## src/rtl/shake_arbiter_pkg.sv

```systemverilog
// Shared definitions for the SHAKE256 core arbiter.
//   arb_state_e : arbiter FSM states (idle, granted, flushing the core, one-cycle cool-down)
//   ptr_width() : width of the round-robin pointer / requester index for a given requester count
package shake_arbiter_pkg;

    typedef enum logic [1:0] {
        StIdle  = 2'd0,
        StGrant = 2'd1,
        StFlush = 2'd2,
        StCool  = 2'd3
    } arb_state_e;

    // At least one bit, so a two-requester build still has a usable index.
    function automatic int unsigned ptr_width(input int unsigned num_req);
        return (num_req > 2) ? $clog2(num_req) : 1;
    endfunction

endpackage

```

## src/rtl/shake_arbiter_rr_picker.sv

```systemverilog
// Combinational round-robin picker.
//   req      : request vector
//   ptr      : index with highest priority this round
//   pick     : one-hot of the first set request at or after ptr (wrapping), zero if none
//   pick_idx : binary index of pick (zero if none)
module shake_arbiter_rr_picker #(
    parameter int unsigned NUM_REQ = 3,
    parameter int unsigned PTR_W   = 2
) (
    input  logic [NUM_REQ-1:0] req,
    input  logic [PTR_W-1:0]   ptr,
    output logic [NUM_REQ-1:0] pick,
    output logic [PTR_W-1:0]   pick_idx
);

    logic found;

    // Pass 1 searches indices >= ptr; pass 2 wraps around to the lowest set bit.
    always_comb begin
        pick     = '0;
        pick_idx = '0;
        found    = 1'b0;
        for (int i = 0; i < int'(NUM_REQ); i++) begin
            if (!found && req[i] && (i >= int'(ptr))) begin
                found    = 1'b1;
                pick[i]  = 1'b1;
                pick_idx = PTR_W'(i);
            end
        end
        for (int i = 0; i < int'(NUM_REQ); i++) begin
            if (!found && req[i]) begin
                found    = 1'b1;
                pick[i]  = 1'b1;
                pick_idx = PTR_W'(i);
            end
        end
    end

endmodule

```

## src/rtl/shake_arbiter.sv

```systemverilog
// Round-robin arbiter sharing one SHAKE256 core between NUM_REQ requesters.
// A grant is held for a whole absorb/squeeze transaction; on release the core is
// forced idle (force_done/ack) and drained before the next grant.
//   clk, rst            : clock, synchronous active-low reset
//   req, release_i      : level requests, one-cycle release pulse from the granted requester
//   grant, busy         : registered one-hot grant, arbiter not idle
//   req_din*, req_dout* : per-requester streams (dout data broadcast, valid/ready per requester)
//   core_*              : streams and force_done handshake toward the core
module shake_arbiter #(
    parameter int unsigned NUM_REQ = 3,
    parameter int unsigned WIN     = 32,
    parameter int unsigned WOUT    = 32
) (
    input  logic                   clk,
    input  logic                   rst,
    input  logic [NUM_REQ-1:0]     req,
    input  logic [NUM_REQ-1:0]     release_i,
    output logic [NUM_REQ-1:0]     grant,
    output logic                   busy,
    input  logic [NUM_REQ*WIN-1:0] req_din,
    input  logic [NUM_REQ-1:0]     req_din_valid,
    output logic [NUM_REQ-1:0]     req_din_ready,
    output logic [WOUT-1:0]        req_dout,
    output logic [NUM_REQ-1:0]     req_dout_valid,
    input  logic [NUM_REQ-1:0]     req_dout_ready,
    output logic [WIN-1:0]         core_din,
    output logic                   core_din_valid,
    input  logic                   core_din_ready,
    input  logic [WOUT-1:0]        core_dout,
    input  logic                   core_dout_valid,
    output logic                   core_dout_ready,
    output logic                   core_force_done,
    input  logic                   core_force_done_ack
);

    import shake_arbiter_pkg::*;

    localparam int unsigned PtrW = ptr_width(NUM_REQ);

    arb_state_e         state_q, state_d;
    logic [NUM_REQ-1:0] grant_q, grant_d;
    logic [PtrW-1:0]    idx_q, idx_d;
    logic [PtrW-1:0]    ptr_q, ptr_d;

    logic [NUM_REQ-1:0] pick;
    logic [PtrW-1:0]    pick_idx;

    shake_arbiter_rr_picker #(
        .NUM_REQ (NUM_REQ),
        .PTR_W   (PtrW)
    ) u_picker (
        .req      (req),
        .ptr      (ptr_q),
        .pick     (pick),
        .pick_idx (pick_idx)
    );

    // Next-state logic.
    always_comb begin
        state_d = state_q;
        grant_d = grant_q;
        idx_d   = idx_q;
        ptr_d   = ptr_q;
        unique case (state_q)
            StIdle: begin
                if (|req) begin
                    state_d = StGrant;
                    grant_d = pick;
                    idx_d   = pick_idx;
                    ptr_d   = (pick_idx == PtrW'(NUM_REQ - 1)) ? '0 : pick_idx + 1'b1;
                end
            end
            StGrant: begin
                // Releases from anyone other than the owner are ignored.
                if (release_i[idx_q]) begin
                    state_d = StFlush;
                end
            end
            StFlush: begin
                if (core_force_done_ack) begin
                    state_d = StCool;
                    grant_d = '0;
                end
            end
            StCool: begin
                state_d = StIdle;
            end
            default: begin
                state_d = StIdle;
                grant_d = '0;
            end
        endcase
    end

    always_ff @(posedge clk) begin
        if (!rst) begin
            state_q <= StIdle;
            grant_q <= '0;
            idx_q   <= '0;
            ptr_q   <= '0;
        end else begin
            state_q <= state_d;
            grant_q <= grant_d;
            idx_q   <= idx_d;
            ptr_q   <= ptr_d;
        end
    end

    // Stream routing; only the granted requester sees the core, and only while in StGrant.
    always_comb begin
        core_din        = req_din[32'(idx_q) * WIN +: WIN];
        core_din_valid  = 1'b0;
        core_dout_ready = 1'b0;
        core_force_done = 1'b0;
        req_din_ready   = '0;
        req_dout_valid  = '0;
        unique case (state_q)
            StGrant: begin
                core_din_valid        = req_din_valid[idx_q];
                core_dout_ready       = req_dout_ready[idx_q];
                req_din_ready[idx_q]  = core_din_ready;
                req_dout_valid[idx_q] = core_dout_valid;
            end
            StFlush: begin
                // Leftover squeeze output is accepted and thrown away.
                core_force_done = 1'b1;
                core_dout_ready = 1'b1;
            end
            default: begin
            end
        endcase
    end

    assign req_dout = core_dout;
    assign grant    = grant_q;
    assign busy     = (state_q != StIdle);

    grant_onehot_a: assert property (@(posedge clk) $onehot0(grant_q));

endmodule

```

## config.mk

```make
export PLATFORM = sky130hd
export DESIGN_NAME = shake_arbiter
export DESIGN_NICKNAME = d
export VERILOG_FILES = /design/src/rtl/shake_arbiter_pkg.sv /design/src/rtl/shake_arbiter_rr_picker.sv /design/src/rtl/shake_arbiter.sv
export SDC_FILE = /design/constraint.sdc
export NUM_CORES = 1
export LEC_CHECK = 0
export CORE_AREA = 2 2 85 87
export CTS_CLUSTER_DIAMETER = 200
export DETAILED_ROUTE_END_ITERATION = 8
export DIE_AREA = 0 0 87 89
export PLACE_DENSITY = 0.77
export SKIP_CTS_REPAIR_TIMING = 1
export SYNTH_ARGS = -nofsm -noshare
export SYNTH_HDL_FRONTEND = slang
export SYNTH_SLANG_ARGS = --single-unit
```

## constraint.sdc

```tcl
create_clock -name clk -period 2.09 [get_ports clk]
set_input_delay 0.418 -clock clk [delete_from_list [all_inputs] [get_ports clk]]
set_output_delay 0.418 -clock clk [all_outputs]
set_load 0.05 [all_outputs]
```

==> results of run 1 <==
-- worst max-delay path: cells and delay by family (launching register included) --
family / cells / cell delay [ns]
flops: 1 / 0.36
mux: 1 / 0.20
buf+inv: 2 / 0.36
simple gates: 1 / 0.08
compound gates: 2 / 0.28
-- per-stage QoR --
stage	setup WS [ns]	hold WS, ns	instances	power [mW]
floorplan	-0.214	0.478	215	1.88
global placement	0.187	0.487	417	3.04
detailed placement	0.180	0.471	417	3.06
CTS	0.145	0.485	421	3.27
global route	0.0511	0.521	421	3.41
finish	0.159	0.508	421	3.24
-- how the worst max path moves through the flow --
| stage | start | endpoint | cells after the start |
|---|---|---|---|
| 5_1_grt | idx_q[1]$_SDFFE_PN0P_ | core_dout_ready | 6 |
| 2_1_floorplan | idx_q[1]$_SDFFE_PN0P_ | req_din_ready[0] | 4 |
| 4_1_cts | idx_q[1]$_SDFFE_PN0P_ | core_dout_ready | 6 |
| 3_3_place_gp | req_dout_ready[2] | core_dout_ready | 6 |
| 6_report | idx_q[1]$_SDFFE_PN0P_ | core_dout_ready | 6 |
| 3_5_place_dp | req_dout_ready[2] | core_dout_ready | 6 |
-- power by group through the flow --
stage          Sequential [mW]  Combinational (mW)  Clock [mW]
6_report                 0.263                2.78       0.204
4_1_cts                  0.261                2.80       0.209
3_5_place_dp             0.263                2.80           0
2_1_floorplan            0.303                1.57           0
3_3_place_gp             0.261                2.78           0
5_1_grt                  0.269                2.92       0.225
-- cell usage after synthesis, drive strengths merged, types with 4 or more instances --
cell	instances
nand2	41
nand2b	4
nor2	6
mux2i	35
o21ai	35
a21oi	7
clkbuf	7
inv	4
dfxtp	9
buf	38
-- cell type report --
cell class / instances / share of cell area
Sequential cell: 9 / 0.0541
Timing Repair Buffer: 167 / 0.598
Tap cell: 80 / 0.0299
Inverter: 4 / 0.00448
Clock buffer: 4 / 0.0134
Multi-Input combinational cell: 157 / 0.300
-- placed cells by master (no fill, tap or decap) --
| master | n |
|---|---|
| o211ai_2 | 1 |
| o211a_1 | 1 |
| o2bb2ai_1 | 1 |
| nor2b_1 | 1 |
| dfxtp_1 | 8 |
| dfxtp_2 | 1 |
| ha_1 | 3 |
| nor2b_2 | 2 |
| o21ai_0 | 3 |
| o211ai_1 | 1 |
| clkbuf_1 | 1 |
| nor3_1 | 3 |
| nand3b_1 | 1 |
| and2_1 | 1 |
| inv_1 | 4 |
| nand3_1 | 2 |
| buf_4 | 15 |
| and3_1 | 2 |
| clkdlybuf4s50_1 | 115 |
| nor2_1 | 6 |
| a21oi_1 | 7 |
| nand2_1 | 41 |
| clkbuf_8 | 3 |
| o21ai_1 | 32 |
| nand2b_1 | 4 |
| a32oi_1 | 1 |
| or4b_4 | 1 |
| buf_12 | 37 |
| mux2i_1 | 35 |
| nand4_1 | 1 |
| o22a_1 | 1 |
| o31ai_1 | 1 |
| a31o_1 | 2 |
| a22oi_1 | 1 |
| a32o_1 | 1 |
| o31ai_2 | 1 |
-- sequential cells by signal, summed over array words and instances (netlist names) --
| name | cells |
|---|---|
| state_q | 2 |
| grant | 3 |
| ptr_q | 2 |
| idx_q | 2 |
-- cell families (layout without fill, tap and decap cells) --
group | Yosys count | count (layout)
compound gates | 54 | 54
fa+ha+maj | 3 | 3
buf+inv | 49 | 175
flops | 9 | 9
mux | 35 | 35
simple gates | 65 | 65
-- metal layers --
layer | wire length [um] | vias up | track usage | part of all wire
met5 | 0 | - | 0 | 0
met4 | 37 | 0 | 0.0256 | 0.0059
met3 | 537 | 4 | 0.0342 | 0.086
met2 | 3340 | 112 | 0.290 | 0.54
met1 | 2330 | 854 | 0.156 | 0.37
li1 | - | 971 | - | -
==> flow_summary_export.csv, run 1 <==
group,metric,value,unit
status,run_status,"finished, final reports clean",
critical_path,crit_chain,"buf_12 > mux2i_1 > o2bb2ai_1 > a21oi_1 > nor2b_2 > buf_12",
layout,area_delta_synth_final,123,%
yosys,syn_avg_cell_area,6.98,um^2
power_and_ir_drop,p_seq_frac,0.081,
worst_hold_path,hold_class,"reg2reg",
die,fp.dieW,87,um
yosys,synth_fa_ha_area_frac,0.0250,
placed_design,dp_hpwl,5160,um
critical_path,cpMaxStageDelayCell,"dfxtp_2",
placed_design,globalplace.congestion,0.856,
routing,drc,0,
worst_hold_path,worstHoldEndpoint,"grant[2]$_SDFFE_PN0P_",
clocking,path_clk_slew,0.05,ns
sta,tightest_slew,0.510,ns
routing,viasPerCell,4.61,
yosys,synth_fp_nets,363,
die,core,6720,um^2
routing,first_pass_iters,4,
layout,seqCellArea,181,um^2
power_and_ir_drop,powerDensity,968,nW/um^2
power_and_ir_drop,p_comb_frac,0.856,
sta,skew,0.00313,ns
critical_path,timing.rr.start,"state_q[0]$_SDFFE_PN0P_",
power_and_ir_drop,clkPwrFrac,0.063,
sta,timing.final.setup_violations,0,
clocking,clkLatencyLatePin,0.24,ns
die,rows,30,
yosys,synth_top_area_share,0.234,
clocking,cts.sinks,9,
critical_path,crit_top_cell,"buf_12",
die,start_util,0.223,
clocking,cts_buffer_depth,2,
yosys,synth_top_family_by_area,"multiplexers",
yosys,async_reset_ff_frac,0,
sta,rsz0062_at_grt,"no",
yosys,synth-compound-area-share,0.214,
power_and_ir_drop,switchingPower,1.62,mW
sta,slew_headroom,0.659,
die,ioPinCount,222,
sta,clock.fmax,0.518,GHz
routing,vias,1941,
clocking,htreeDepth,1,
die,dieArea,7740,um^2
layout,antenna_cells,0,
clocking,tritoncts,"yes",
grt,grtUsageTotal,0.146,
layout,postLayoutCellArea,3350,um^2
power_and_ir_drop,intPower,1.63,mW
worst_hold_path,min_from,"grant[2]$_SDFFE_PN0P_",
critical_path,crit_path_start_kind,"flip-flop",
yosys,ys_ff_latch,9,
yosys,yosys.area_share.simple,0.194,
critical_path,end_kind,"primary output",
routing,drt_iter0_drc,37,
grt,first_global_vias,1858,
yosys,synth_xor_area_frac,0,
yosys,synth_top_cell_by_area,"mux2i_1",
power_and_ir_drop,switching_share,0.498,
placed_design,numPortBuffers,157,
yosys,synth.distinct_cells,31,
critical_path,critPathMaxStageDelay,0.36,ns
job,max-cap-violations,0,
yosys,synth_area,1500,um^2
layout,nets,490,
sta,setup-tns-final,0,ns
routing,routed_wl,6240,um
clocking,clock-root-buffer,"clkbuf_8",
yosys,synth_edf_count,0,
critical_path,path_class,"reg2out",
critical_path,cp_data_required_time,1.67,ns
layout,drive_above_1_share,0.179,
layout,final_core_utilization,0.499,
critical_path,ff2ff_path_depth,6,
critical_path,r2r_slack,0.39,ns
sta,finalHoldViolCount,0,
sta,layout_min_cycle_time,1.93,ns
yosys,synth.mux.area_fraction,0.234,
routing,ant_nets,0,
critical_path,cp_max_fo,26,
yosys,netlist_instances,215,
placed_design,dpl-instance-area,3310,um^2
worst_hold_path,hold_depth,2,
yosys,yosysWarnings,0,
yosys,synth_flop_cell,"dfxtp_1",
critical_path,timing.rr.end,"state_q[0]$_SDFFE_PN0P_",
critical_path,crit_arrival,1.51,ns
sta,finalCritPeriodShare,0.924,
yosys,synthTopCellsByArea,"mux2i_1 23%, buf_4 18%, dfxtp_1 12%, o21ai_0 12%, nand2_1 10%",
power_and_ir_drop,total_leakage_power,1.26,nW
sta,final_max_slew_viol_count,0,
routing,wire_per_inst,14.8,um
layout,multi_input_area,1010,um^2
grt,grt_max_degree,41,
layout,fill_cells,633,
power_and_ir_drop,peakVddDrop,588,uV
grt,gr-total-overflow,0,
die,die_h,89,um
yosys,ys_seq_area_frac,0.120,
clocking,cts_made_buffers,3,
grt,grt_pass1_wl,9090,um
grt,antenna_found_initial,0,
Note: power is estimated with default switching activity, not from simulation.
==> run 2, diff against run 1 <==
--- a/config.mk
+++ b/config.mk
@@ -9,6 +9,7 @@
 export CTS_CLUSTER_DIAMETER = 200
 export DETAILED_ROUTE_END_ITERATION = 8
 export DIE_AREA = 0 0 87 89
+export GPL_TIMING_DRIVEN = 0
 export PLACE_DENSITY = 0.77
 export SKIP_CTS_REPAIR_TIMING = 1
 export SYNTH_ARGS = -nofsm -noshare
==> run 2 against run 1 <==
  * Sequential power hardly changed
  * Core utilization rose by 3.0 points
  * Final cell count increased by 16%
  * Flip-flop and latch count is the same
  * Routed wire length up 14%
  * Hold slack worse by 0.010 ns
  * Clock skew about the same
  * Non-clock buffer count rose by 67
  * Power is 7.9% lower
  * Sequential share of layout area shrank 0.31 points
  * Critical endpoint is now core_din[9]
  * Die area is the same
  * Via count rose by 13%
==> flow_summary_export.csv, run 2 (synthesis gave the netlist of run 1 again) <==
group,metric,value,unit
status,run_status,"finished, final reports clean",
sta,setup-tns-final,0,ns
placed_design,place_ws,-0.604,ns
grt,grtUsageTotal,0.161,
layout,drive_above_1_share,0.218,
die,ioPinCount,222,
routing,ant_nets,0,
layout,nets,557,
sta,finalCritPeriodShare,0.959,
grt,antenna_found_initial,0,
routing,drc,0,
die,dieArea,7740,um^2
clocking,cts.sinks,9,
critical_path,end_kind,"primary output",
die,rows,30,
sta,timing.final.setup_violations,0,
clocking,cts_made_buffers,3,
placed_design,placedCellCount,484,
sta,worst_slack,0.0851,ns
routing,viasPerCell,4.49,
sta,tightest_slew,0.539,ns
power_and_ir_drop,total_power,2.99,mW
layout,final_common_cell,"clkdlybuf4s50_1",
die,fp.dieW,87,um
sta,clock.fmax,0.499,GHz
routing,first_pass_iters,4,
power_and_ir_drop,total_leakage_power,1.48,nW
grt,first_global_vias,2116,
critical_path,cp_max_fo,10,
clocking,clkLatencyLatePin,0.24,ns
layout,final_cell_mix,"147 x clkdlybuf4s50_1, 52 x buf_4, 41 x nand2_1, 33 x mux2i_1, 32 x o21ai_1",
power_and_ir_drop,peakVddDrop,705,uV
die,die_h,89,um
worst_hold_path,hold_depth,2,
grt,gr-total-overflow,0,
critical_path,ff2ff_path_depth,6,
sta,rsz0062_at_grt,"yes",
sta,hold_slack,0.497,ns
layout,fill_cells,656,
die,core,6720,um^2
clocking,tritoncts,"yes",
clocking,path_clk_slew,0.04,ns
sta,layout_min_cycle_time,2.00,ns
clocking,cts_buffer_depth,2,
critical_path,path_class,"reg2out",
layout,finalNonFillerCells,488,
placed_design,dp_hpwl,5980,um
layout,largest_reg_flops,3,
routing,drt_iter0_drc,24,
routing,vias,2191,
worst_hold_path,hold_class,"reg2reg",
routing,routed_wl,7150,um
critical_path,cp_data_required_time,1.67,ns
routing,wire_per_inst,14.6,um
critical_path,crit_path_start_kind,"flip-flop",
sta,slew_headroom,0.640,
critical_path,crit_arrival,1.59,ns
sta,final_max_slew_viol_count,0,
placed_design,numPortBuffers,189,
layout,antenna_cells,0,
die,start_util,0.223,
clocking,clock-root-buffer,"clkbuf_8",
grt,grt_max_degree,11,
clocking,htreeDepth,1,
grt,grt_pass1_wl,10100,um
sta,skew,0.00274,ns
job,max-cap-violations,0,
power_and_ir_drop,powerDensity,840,nW/um^2
placed_design,globalplace.congestion,0.775,
sta,finalHoldViolCount,0,
layout,area_delta_synth_final,137,%
==> run 2: cell types whose count changed in the layout (fill, tap and decap cells not counted), moves of 2 or more <==
cell	delta
mux2i_1	-2
buf_8	+2
clkbuf_1	+2
dlymetal6s2s_1	+6
buf_6	+13
buf_12	-36
clkbuf_4	+3
mux2i_2	+2
clkbuf_2	+7
buf_4	+37
clkdlybuf4s50_1	+32
==> run 2: layout make-up <==
class	count	area, um^2	area share
inverter	4	15.0	0.00422
clock buffer	4	45.0	0.0127
multi-input combinational	157	1010	0.284
timing repair buffer	189	1850	0.520
buffer	45	354	0.0996
tap	80	100	0.0281
sequential	9	181	0.0510
==> run 2: routing by layer <==
layer | vias up | track usage | wire, um
li1 | 1100 | - | -
met1 | 981 | 0.178 | 2690
met2 | 107 | 0.323 | 3810
met3 | 3 | 0.0314 | 621
met4 | 0 | 0.0227 | 23
met5 | - | 0 | 0
==> run 2: critical path, cell delays in order, from the launching register on <==
cell	delay (ns)
dfxtp_1	0.30
buf_2	0.18
buf_12	0.17
buf_8	0.16
mux2i_2	0.23
o21ai_1	0.09
buf_4	0.21
==> run 2: worst paths after layout <==
kind,start,endpoint,slack [ns]
setup / recovery,idx_q[1]$_SDFFE_PN0P_,core_din[9],0.09
hold / removal,grant[2]$_SDFFE_PN0P_,grant[2]$_SDFFE_PN0P_,0.50
setup reg to reg,state_q[0]$_SDFFE_PN0P_,state_q[0]$_SDFFE_PN0P_,0.36
hold reg to reg,grant[2]$_SDFFE_PN0P_,grant[2]$_SDFFE_PN0P_,0.50
==> run 2: through the flow <==
step,utilization,instance area [um^2]
6_report,0.529,3560
5_1_grt,0.529,3560
4_1_cts,0.527,3540
3_5_place_dp,0.520,3490
3_3_place_gp,0.520,3490
2_1_floorplan,-,1500
==> run 2: report_power, final <==
part	internal [mW]	leakage, nW	switching (mW)
Sequential	0.222	0.0743	0.0396
Clock	0.133	0.0228	0.0696
Combinational	0.950	1.39	1.57
Total	1.31	1.48	1.68
